**config.mk**
```make
export PLATFORM = sky130hd
export DESIGN_NAME = pipelined_ripple_adder_flat
export DESIGN_NICKNAME = d
export VERILOG_FILES = /design/src/rtl/pipelined_ripple_adder_if.sv /design/src/rtl/pipelined_ripple_adder.sv /design/src/flat_wrapper.sv
export SDC_FILE = /design/constraint.sdc
export NUM_CORES = 1
export LEC_CHECK = 0
export ABC_AREA = 0
export CORE_MARGIN = 8
export CORE_UTILIZATION = 35
export CTS_BUF_LIST = sky130_fd_sc_hd__clkbuf_16
export CTS_CLUSTER_SIZE = 14
export DETAILED_ROUTE_END_ITERATION = 8
export PLACE_DENSITY_LB_ADDON = 0.1
export SYNTH_ARGS = -nofsm -noshare
export SYNTH_HDL_FRONTEND = slang
export SYNTH_SLANG_ARGS = --single-unit
export TNS_END_PERCENT = 50
```
**constraint.sdc**
```tcl
create_clock -name clk -period 5.6 [get_ports clk]
set_input_delay 1.12 -clock clk [delete_from_list [all_inputs] [get_ports clk]]
set_output_delay 1.12 -clock clk [all_outputs]
set_load 0.005 [all_outputs]
```
**src/rtl/pipelined_ripple_adder_if.sv**
```systemverilog
// Operand/result handshake bundle for pipelined_ripple_adder.
// The master side produces operands and consumes results; the slave side is the adder.
interface pipelined_ripple_adder_if #(
  parameter int WIDTH = 16
);
  logic             in_valid;
  logic             in_ready;
  logic [WIDTH-1:0] in_a;
  logic [WIDTH-1:0] in_b;
  logic             in_ci;
  logic             in_sub;
  logic             out_valid;
  logic             out_ready;
  logic [WIDTH-1:0] out_sum;
  logic             out_co;
  logic             out_ovf;

  modport master (
    output in_valid, in_a, in_b, in_ci, in_sub, out_ready,
    input  in_ready, out_valid, out_sum, out_co, out_ovf
  );

  modport slave (
    input  in_valid, in_a, in_b, in_ci, in_sub, out_ready,
    output in_ready, out_valid, out_sum, out_co, out_ovf
  );
endinterface

```
**src/rtl/pipelined_ripple_adder.sv**
```systemverilog
// WIDTH-bit add/subtract split into STAGES registered ripple-carry slices of WIDTH/STAGES bits,
// with valid/ready flow control on both sides and a combinational ready path.
module pipelined_ripple_adder #(
  parameter int WIDTH  = 16,
  parameter int STAGES = 4
) (
  input logic                   clk,
  input logic                   rst,
  pipelined_ripple_adder_if.slave bus
);
  localparam int CHUNK = WIDTH / STAGES;

  logic [STAGES-1:0] v_all;
  logic [STAGES-1:0] en;

  // A stage may load when it, or any stage downstream of it, has a free slot.
  always_comb begin
    en = '0;
    for (int k = 0; k < STAGES; k++) begin
      en[k] = bus.out_ready;
      for (int j = 0; j < STAGES; j++) begin
        if (j >= k && !v_all[j]) begin
          en[k] = 1'b1;
        end
      end
    end
  end

  genvar gi;
  generate
    for (gi = 0; gi < STAGES; gi++) begin : gen_stage
      localparam int IN_W   = WIDTH - gi * CHUNK;
      localparam int DONE_W = (gi + 1) * CHUNK;

      logic [IN_W-1:0]   a_in;
      logic [IN_W-1:0]   b_in;
      logic              c_in;
      logic              v_in;
      logic [CHUNK:0]    chunk;
      logic [DONE_W-1:0] s_next;
      logic [DONE_W-1:0] s_reg;
      logic              c_reg;
      logic              v_reg;

      // Stage 0 takes the beat directly; subtract becomes A + ~B + ~ci here.
      if (gi == 0) begin : g_src
        assign a_in = bus.in_a;
        assign b_in = bus.in_b ^ {WIDTH{bus.in_sub}};
        assign c_in = bus.in_ci ^ bus.in_sub;
        assign v_in = bus.in_valid;
      end else begin : g_src
        assign a_in = gen_stage[gi-1].g_pend.a_reg;
        assign b_in = gen_stage[gi-1].g_pend.b_reg;
        assign c_in = gen_stage[gi-1].c_reg;
        assign v_in = gen_stage[gi-1].v_reg;
      end

      assign chunk = {1'b0, a_in[CHUNK-1:0]} + {1'b0, b_in[CHUNK-1:0]} + {{CHUNK{1'b0}}, c_in};

      if (gi == 0) begin : g_sum
        assign s_next = chunk[CHUNK-1:0];
      end else begin : g_sum
        assign s_next = {chunk[CHUNK-1:0], gen_stage[gi-1].s_reg};
      end

      always_ff @(posedge clk) begin
        if (rst) begin
          v_reg <= 1'b0;
        end else if (en[gi]) begin
          v_reg <= v_in;
        end
      end

      always_ff @(posedge clk) begin
        if (en[gi]) begin
          s_reg <= s_next;
          c_reg <= chunk[CHUNK];
        end
      end

      assign v_all[gi] = v_reg;

      // Only the bits not yet summed travel on to the next slice.
      if (gi < STAGES - 1) begin : g_pend
        logic [IN_W-CHUNK-1:0] a_reg;
        logic [IN_W-CHUNK-1:0] b_reg;

        always_ff @(posedge clk) begin
          if (en[gi]) begin
            a_reg <= a_in[IN_W-1:CHUNK];
            b_reg <= b_in[IN_W-1:CHUNK];
          end
        end
      end else begin : g_last
        logic ovf_reg;

        // Carry into the MSB is recovered as sum ^ a ^ b at that bit.
        always_ff @(posedge clk) begin
          if (en[gi]) begin
            ovf_reg <= chunk[CHUNK-1] ^ a_in[CHUNK-1] ^ b_in[CHUNK-1] ^ chunk[CHUNK];
          end
        end
      end
    end
  endgenerate

  assign bus.in_ready  = en[0];
  assign bus.out_valid = v_all[STAGES-1];
  assign bus.out_sum   = gen_stage[STAGES-1].s_reg;
  assign bus.out_co    = gen_stage[STAGES-1].c_reg;
  assign bus.out_ovf   = gen_stage[STAGES-1].g_last.ovf_reg;
endmodule

```
**src/flat_wrapper.sv**
```systemverilog
// flat-port wrapper written by rule: the top's interface ports become plain ports
module pipelined_ripple_adder_flat 
#(
  parameter int WIDTH  = 16,
  parameter int STAGES = 4
)
  (clk, rst, bus_in_valid, bus_in_a, bus_in_b, bus_in_ci, bus_in_sub, bus_out_ready, bus_in_ready, bus_out_valid, bus_out_sum, bus_out_co, bus_out_ovf);
  pipelined_ripple_adder_if #(.WIDTH(WIDTH)) bus_i ();
  input logic clk;
  input logic rst;
  input wire logic [$bits(bus_i.in_valid)-1:0] bus_in_valid;
  input wire logic [$bits(bus_i.in_a)-1:0] bus_in_a;
  input wire logic [$bits(bus_i.in_b)-1:0] bus_in_b;
  input wire logic [$bits(bus_i.in_ci)-1:0] bus_in_ci;
  input wire logic [$bits(bus_i.in_sub)-1:0] bus_in_sub;
  input wire logic [$bits(bus_i.out_ready)-1:0] bus_out_ready;
  output wire logic [$bits(bus_i.in_ready)-1:0] bus_in_ready;
  output wire logic [$bits(bus_i.out_valid)-1:0] bus_out_valid;
  output wire logic [$bits(bus_i.out_sum)-1:0] bus_out_sum;
  output wire logic [$bits(bus_i.out_co)-1:0] bus_out_co;
  output wire logic [$bits(bus_i.out_ovf)-1:0] bus_out_ovf;
  assign bus_i.in_valid = bus_in_valid;
  assign bus_i.in_a = bus_in_a;
  assign bus_i.in_b = bus_in_b;
  assign bus_i.in_ci = bus_in_ci;
  assign bus_i.in_sub = bus_in_sub;
  assign bus_i.out_ready = bus_out_ready;
  assign bus_in_ready = bus_i.in_ready;
  assign bus_out_valid = bus_i.out_valid;
  assign bus_out_sum = bus_i.out_sum;
  assign bus_out_co = bus_i.out_co;
  assign bus_out_ovf = bus_i.out_ovf;
  pipelined_ripple_adder #(.WIDTH(WIDTH), .STAGES(STAGES)) u_core (.clk(clk), .rst(rst), .bus(bus_i));
endmodule
```
* Word-level counts from Yosys, hierarchy flattened
Cells that the tools add are included.
** Word-level totals
- Logic and storage cells :: 42
- Register bits :: 97
- Bits of input ports :: 38
- Output and inout bits :: 20
** Cells by class
- Add/subtract/negate cells :: 8
- Bitwise operators :: 5
- Mux-type cells :: 10
** Operators by type and width (count)
- adder 4 x 4 -> 5 bit :: 4
- adder 5 x 1 -> 5 bit :: 4
- XOR 16 bit :: 1
- two-way mux 1 bit :: 10
- XOR 1 bit :: 4

* Logic depth before layout (Yosys ltp)
Gate-level depths: netlist of the first run.
- Word-level depth :: 5
- Depth in mapped cells :: 8
- Depth with buffers taken out :: 6

* Least setup slack after synthesis of the first run
No wires, ideal clock.
- Path kind :: input to output
- Start :: input bus_out_ready
- End :: output bus_in_ready
- Path slack :: 2272 ps
- Data arrival time :: 2208 ps
- Buffers on the path :: 0
- Data required time :: 4480 ps
- Stages :: 3
- Path through :: and2b_1 -> and3_1 -> nand2_1
** On the way
- Cells in the longest elaborated chain, start to end :: 4
** Ends and longest elaborated chain
- start, declared :: RTL line flat_wrapper.sv:16 : input wire logic [$bits(bus_i.out_ready)-1:0] bus_out_ready;
- two-way mux 1 bit (4 in series) :: RTL line pipelined_ripple_adder.sv:22 : if (j >= k && !v_all[j]) begin
- end, declared :: RTL line flat_wrapper.sv:17 : output wire logic [$bits(bus_i.in_ready)-1:0] bus_in_ready;
Every way passes these cells.

* Final worst setup path of the first run
Ends and elaborated chain as after synthesis.

==> impl_metrics.ini, run 1 <==
[clocking]
clock_sinks = 97
path_clk_slew_ps = 60
numCtsBuffers = 9
cts_tree = yes
cts_resized = 0
cts_hold_buffers = 0
post_cts_buffers = 0
root_buffer = clkbuf_16
h-tree-depth = 3
worstSkewPairLatency_ps = 330
clockBufferDepth = 2

[synthesis]
syn_avg_cell_area_um2 = 19.2
synth_fp_nets = 249
seq_area_frac_synth_pct = 78.4
syn_inst = 191
ys_ff_latch = 97
ys_warn_count = 0
synth.cell_area_um2 = 3660
synth.distinct_cells = 19

[routing]
routedWlPerCell_um = 13.5
viasPerCell = 4.11
drtIter0Drc = 59
antenna_left = 0
drc = 0
vias = 1634
drtPass1Iterations = 4
routed_wl_um = 5380

[worst_setup_path]
crit_fanout = 5
crit_type = input pin to output pin
worstSetupStartpointType = input pin
required_ps = 4480
end_kind = output pin
cp.arrival_ps = 2770

[power_and_ir_drop]
ir_drop_mv = 0.155
leakage_nw = 1.81
power_w = 0.00185
powerDensity_nw_per_um2 = 392

[grt]
gr-usage-all-layers_pct = 8.17
grtUsageMet1_pct = 8.02
grt_max_degree = 30
met2_usage_pct = 14.3
grt_pass1_vias = 1772
use_met3_pct = 3.05
antenna_found_initial = 0
grt_pass1_wl_um = 8600
overflow = 0
grt_busiest_layer = met2

[timing]
finalCriticalPeriod_ps = 3890
finalSetupViolCount = 0
finClkSkew_ps = 4.42
max_slew.worst_pin.slew_ps = 989
fmax_ghz = 0.257
tns_ps = 0
rsz0062_at_grt = no
drv_slew = 0
slew_headroom_pct = 34.0
period_share_pct = 69.4
whs_ps = 419
hold_viol_final = 0

[cells_and_area]
antennaDiodeCount = 0
layout_commonest_cell = edfxtp_1
fillers = 896
nets = 316
layout.cells.non_filler = 398
area_growth_pct = 28.7
layout_common_cells = edfxtp_1 (93), clkdlybuf4s50_1 (57), xor2_1 (18), inv_1 (13), ha_1 (12)
drive_above_1_share_pct = 6.49

[placement]
numPortBuffers = 57
placedCellCount = 383
globalplace.congestion = 0.643
place_hpwl_um = 3730

[floorplanning]
ios = 58
die_y_um = 118
rows = 37
die_area_um2 = 14000
die_w_um = 118
fp.coreArea_um2 = 10200
start_util_pct = 35.8

[status]
run_status = completed

[worst_hold_path]
hold_class = flip-flop to flip-flop

[job]
maxCapViolCount = 0
[cell usage after synthesis]
master / instances / share of area [%]
fa_1: 8 / 4.4
a21oi_2: 1 / 0.24
nand3_1: 1 / 0.14
ha_1: 12 / 4.1
nor2_1: 6 / 0.61
a21o_1: 6 / 1.2
xor2_1: 18 / 4.3
inv_1: 13 / 1.3
xnor2_1: 10 / 2.4
buf_4: 2 / 0.41
dfxtp_1: 4 / 2.2
nor2b_1: 2 / 0.34
nand2b_1: 2 / 0.34
and2b_1: 1 / 0.20
and3_1: 1 / 0.17
edfxtp_1: 93 / 76
nand2_1: 3 / 0.31
a21oi_1: 6 / 0.82
o21ai_0: 2 / 0.27
[routing by layer]
metal  up-vias  routed length [µm]
li1        824                   -
met1       759                2180
met2        41                2750
met3        10                 308
met4         0                 136
met5         -                   0
[worst paths after layout]
| check | endpoint | cells after the start | startpoint | slack (ps) |
|---|---|---|---|---|
| max | bus_in_ready | 5 | bus_out_ready | 1710 |
| max reg2reg | u_core.bus.out_ovf | 6 | u_core.gen_stage[2].g_pend.b_reg[0] | 3610 |
| min | u_core.gen_stage[1].g_pend.b_reg[2] | 0 | u_core.gen_stage[0].g_pend.b_reg[6] | 420 |
| min reg2reg | u_core.gen_stage[1].g_pend.b_reg[2] | 0 | u_core.gen_stage[0].g_pend.b_reg[6] | 420 |
[worst max-delay path: stages]
cell and delay (ps):
clkdlybuf4s50_1 450, and2b_1 210, and3_1 230, nand2_1 200
clkdlybuf4s50_1 560
[per-stage QoR]
step / worst slack [ps] / area [µm²] / util, %
6_report: 1710 / 4710 / 46.1
4_1_cts: 1680 / 4710 / 46.1
2_1_floorplan: 2270 / 3660 / -
3_5_place_dp: 1700 / 4400 / 43.0
3_3_place_gp: 1690 / 4400 / 43.0
5_1_grt: 1600 / 4710 / 46.1
[power breakdown]
group | switching [W] | internal [W] | total (W)
Combinational | 0.0000745 | 0.000139 | 0.000214
Clock | 0.000252 | 0.000392 | 0.000644
Sequential | 0.0000364 | 0.000954 | 0.000990
Total | 0.000363 | 0.00148 | 0.00185
[kinds of logic after synthesis]
kind of cell / share of synthesized area [%]
AOI/OAI and AO/OA: 2.56
DFF: 78.4
buffers and inverters: 1.74
and+or+nand+nor: 2.12
xor gates and xnor gates: 6.69
adders and majority gates: 8.47
[area by class of cell]
| class | count | area, µm² | share of cell area [%] |
|---|---|---|---|
| repair buffers | 58 | 578 | 12.3 |
| clock inverters | 6 | 91.3 | 1.94 |
| clock buffers | 9 | 225 | 4.78 |
| flip-flops and latches | 97 | 2870 | 61.0 |
| multi-input cells | 79 | 727 | 15.4 |
| well taps | 136 | 170 | 3.61 |
| inverters | 13 | 48.8 | 1.04 |
No activity file was read; power rests on OpenSTA's default activity.
==> run 2: changes to the inputs <==
- clock period: 5.6 -> 3.58 ns (I/O delays scaled with it)
==> run 2 against run 1 <==
Clock skew increased by 2.2 ps; sequential power is 57% higher; routed wire length grew 0.73%; combinational power up 57%; final cell count increased by 1.0%; largest power group unchanged.
==> impl_metrics.ini, run 2 (synthesis gave the netlist of run 1 again) <==
[worst_setup_path]
worst_r2r_endpoint = u_core.bus.out_ovf
worstSetupStartpointType = input pin
crit_fanout = 5
r2r.worst_path.cells = 6
required_ps = 2860
crit_type = input pin to output pin
cp.arrival_ps = 2370
crit_start = bus_out_ready
endpoint = bus_in_ready
rrSetupSlack_ps = 1590
end_kind = output pin
rr_startpoint = u_core.gen_stage[2].g_pend.b_reg[0]

[routing]
routedWlPerCell_um = 13.5
drtPass1Iterations = 4
drc = 0
antenna_left = 0
routed_wl_um = 5420
vias = 1665
drtIter0Drc = 56
viasPerCell = 4.14

[worst_hold_path]
hold_class = flip-flop to flip-flop

[clocking]
numCtsBuffers = 9
cts_hold_buffers = 0
h-tree-depth = 3
root_buffer = clkbuf_16
cts_resized = 0
worstSkewPairLatency_ps = 330
path_clk_slew_ps = 70
clock_sinks = 97
post_cts_buffers = 0
clockBufferDepth = 2
cts_tree = yes

[floorplanning]
die_y_um = 118
die_area_um2 = 14000
start_util_pct = 35.8
rows = 37
ios = 58
fp.coreArea_um2 = 10200
die_w_um = 118

[cells_and_area]
nets = 319
antennaDiodeCount = 0
layout_commonest_cell = edfxtp_1
area_growth_pct = 28.7
multi_input_area_um2 = 727
fillers = 897
final_area_um2 = 4720
regArea_um2 = 2870
drive_above_1_share_pct = 7.14
layout_common_cells = edfxtp_1 (93), clkdlybuf4s50_1 (57), xor2_1 (18), inv_1 (13), ha_1 (12)

[timing]
max_slew.worst_pin.slew_ps = 729
tns_ps = 0
hold_viol_final = 0
finalCriticalPeriod_ps = 3080
finClkSkew_ps = 6.62
rsz0062_at_grt = no
fmax_ghz = 0.325
period_share_pct = 86.1
drv_slew = 0
fin_ws_ps = 499
slew_headroom_pct = 51.4
finalSetupViolCount = 0

[placement]
globalplace.congestion = 0.662
place_area_um2 = 4420
dp_slack_ps = 480
numPortBuffers = 57
place_hpwl_um = 3840

[power_and_ir_drop]
powerDensity_nw_per_um2 = 595
leakage_nw = 1.81
ir_drop_mv = 0.246

[grt]
overflow = 0
gr-usage-all-layers_pct = 8.27
antenna_found_initial = 0
grt_max_degree = 30
grt_pass1_vias = 1879
grt_pass1_wl_um = 8980

[job]
maxCapViolCount = 0

[status]
run_status = completed
run 2: worst min path at each step:
stage / startpoint / to / slack [ps] / cells past startpoint
4_1_cts: u_core.gen_stage[1].s_reg[2] / u_core.gen_stage[2].s_reg[2] / 410 / 0
5_1_grt: u_core.gen_stage[2].s_reg[9] / u_core.bus.out_sum[9] / 420 / 0
3_3_place_gp: u_core.gen_stage[1].g_pend.a_reg[7] / u_core.gen_stage[2].g_pend.a_reg[3] / 400 / 0
6_report: u_core.gen_stage[1].s_reg[2] / u_core.gen_stage[2].s_reg[2] / 420 / 0
2_1_floorplan: u_core.gen_stage[2].s_reg[0] / u_core.bus.out_sum[0] / 400 / 0
3_5_place_dp: u_core.gen_stage[2].s_reg[5] / u_core.bus.out_sum[5] / 400 / 0
run 2: worst max-delay path, cell delays in order:
cell and delay (ps):
clkdlybuf4s50_1 450, and2b_1 210, and3_1 230, nand2_1 200, clkdlybuf4s50_1 550
run 2: area by class of cell:
type	instances	area share [%]
Sequential cell	97	60.9
Multi-Input combinational cell	79	15.4
Inverter	13	1.03
Tap cell	136	3.61
Clock buffer	9	4.78
Clock inverter	7	1.51
Timing Repair Buffer	61	12.7
run 2: stage by stage:
step / total power [W] / hold slack (ps) / cells / util, %
floorplan: 0.00170 / 400 / 191 / -
global placement: 0.00191 / 401 / 386 / 43.2
detailed placement: 0.00192 / 405 / 386 / 43.2
CTS: 0.00286 / 413 / 402 / 46.1
global route: 0.00295 / 422 / 402 / 46.1
finish: 0.00281 / 415 / 402 / 46.1
run 2: routing by layer:
metal | GRT usage, % | vias to the layer above | wire (µm)
met4 | 4.32 | 0 | 44
met2 | 14.5 | 36 | 2850
met3 | 2.62 | 5 | 254
met1 | 8.77 | 794 | 2260
met5 | 0 | - | 0
li1 | - | 830 | -
run 2: power breakdown:
group	total [W]	internal (W)	leakage, nW	switching [W]
clock	0.000921	0.000540	0.141	0.000382
combinational	0.000335	0.000218	0.647	0.000118
sequential	0.00155	0.00149	1.02	0.0000570
total	0.00281	0.00225	1.81	0.000556
==> run 3: changes to the inputs <==
- PLACE_DENSITY_LB_ADDON: 0.1 -> unset
==> run 3 against run 2 <==
Clock power decreased by 4.5%; combinational power about the same; non-clock buffer count decreased by 1; clock skew decreased by 1.6 ps; core utilization decreased by 0.27 points; largest cell class unchanged; highest routed layer unchanged.
==> impl_metrics.ini, run 3 (synthesis gave the netlist of run 1 again) <==
[timing]
finalCriticalPeriod_ps = 2940
slew_headroom_pct = 44.5
tns_ps = 0
max_slew.worst_pin.slew_ps = 831
rsz0062_at_grt = no
fmax_ghz = 0.340
hold_viol_final = 0
period_share_pct = 82.1
finalSetupViolCount = 0
finClkSkew_ps = 4.97
drv_slew = 0

[floorplanning]
die_area_um2 = 14000
rows = 37
die_y_um = 118
fp.coreArea_um2 = 10200
start_util_pct = 35.8
ios = 58
die_w_um = 118

[worst_setup_path]
rr_startpoint = u_core.gen_stage[2].g_pend.b_reg[0]
slowest_delay_ps = 520
cpMaxStageDelayCell = clkdlybuf4s50_1
worstPathBufferInverterCount = 2
r2r.worst_path.cells = 6
rrSetupSlack_ps = 1590
cpMostUsedCell = clkdlybuf4s50_1
crit_fanout = 5
worst_r2r_endpoint = u_core.bus.out_ovf
crit_type = input pin to output pin
worstSetupStartpointType = input pin
worstPathCellList = clkdlybuf4s50_1, and2b_1, and3_1, nand2_1, clkdlybuf4s50_1
cp.arrival_ps = 2220
critPathTopFamily = buffers and inverters
required_ps = 2860
end_kind = output pin

[cells_and_area]
layout_common_cells = edfxtp_1 (93), clkdlybuf4s50_1 (57), xor2_1 (18), inv_1 (14), ha_1 (12)
drive_above_1_share_pct = 6.06
antennaDiodeCount = 0
nets = 318
final_area_um2 = 4690
layout_commonest_cell = edfxtp_1
area_growth_pct = 28.0

[clocking]
path_clk_slew_ps = 60
cts_tree = yes
numCtsBuffers = 9
worstSkewPairLatency_ps = 320
h-tree-depth = 3
post_cts_buffers = 0
clock_sinks = 97
clockBufferDepth = 2
root_buffer = clkbuf_16
cts_hold_buffers = 0
cts_resized = 0

[routing]
drtIter0Drc = 97
viasPerCell = 4.08
drc = 0
vias = 1633
routedWlPerCell_um = 12.2
routed_wl_um = 4880
drtPass1Iterations = 4
antenna_left = 0

[power_and_ir_drop]
leakage_nw = 1.80
ir_drop_mv = 0.208
powerDensity_nw_per_um2 = 590

[placement]
numPortBuffers = 57
globalplace.congestion = 0.683
place_hpwl_um = 3610
place_area_um2 = 4410

[worst_hold_path]
holdPathEnd = u_core.gen_stage[1].s_reg[0]
hp-start = u_core.gen_stage[0].s_reg[0]
hold_class = flip-flop to flip-flop
min_path_cells = 0

[grt]
gr-usage-all-layers_pct = 7.35
grt_max_degree = 30
antenna_found_initial = 0
grt_pass1_wl_um = 8250
overflow = 0
grt_pass1_vias = 1757

[job]
maxCapViolCount = 0

[status]
run_status = completed
run 3: cell count changes in the layout (fill, tap and decap cells not counted):
cell and change:
clkinv_2 +2, inv_1 +1, clkinv_4 -3, clkinvlp_4 -1
buf_4 -1
run 3: where the power goes:
part / internal (W) / total [W] / switching, W
logic: 0.000218 / 0.000336 / 0.000118
registers: 0.00149 / 0.00155 / 0.0000585
clock network: 0.000527 / 0.000880 / 0.000353
total: 0.00224 / 0.00277 / 0.000530
run 3: how the worst max path moves through the flow:
stage          cells after the start                      endpoint           from
6_report                           5                  bus_in_ready  bus_out_ready
5_1_grt                            5                  bus_in_ready  bus_out_ready
4_1_cts                            5                  bus_in_ready  bus_out_ready
3_5_place_dp                       7  u_core.gen_stage[0].s_reg[3]     bus_in_sub
3_3_place_gp                       5                  bus_in_ready  bus_out_ready
2_1_floorplan                      3                  bus_in_ready  bus_out_ready
run 3: through the flow:
step	total power, W	setup WS (ps)	util (%)	hold slack (ps)	instances
floorplan	0.00170	1060	-	400	191
global placement	0.00191	639	43.1	403	385
global route	0.00290	552	45.8	424	400
detailed placement	0.00193	599	43.1	405	385
CTS	0.00281	629	45.8	419	400
finish	0.00277	640	45.8	418	400
run 3: cell type report:
type	instances	area [µm²]
Tap cell	136	170
Inverter	13	48.8
Clock buffer	9	225
Fill cell	894	5540
Sequential cell	97	2870
Clock inverter	6	51.3
Timing Repair Buffer	60	593
Multi-Input combinational cell	79	727
run 3: metal layers:
metal / share of wire, % / vias up / routed length, µm / GRT usage [%]
li1: - / 829 / - / -
met1: 47 / 759 / 2280 / 8.69
met2: 47 / 39 / 2310 / 11.8
met3: 3.7 / 6 / 181 / 2.28
met4: 2.4 / 0 / 115 / 4.08
met5: 0 / - / 0 / 0
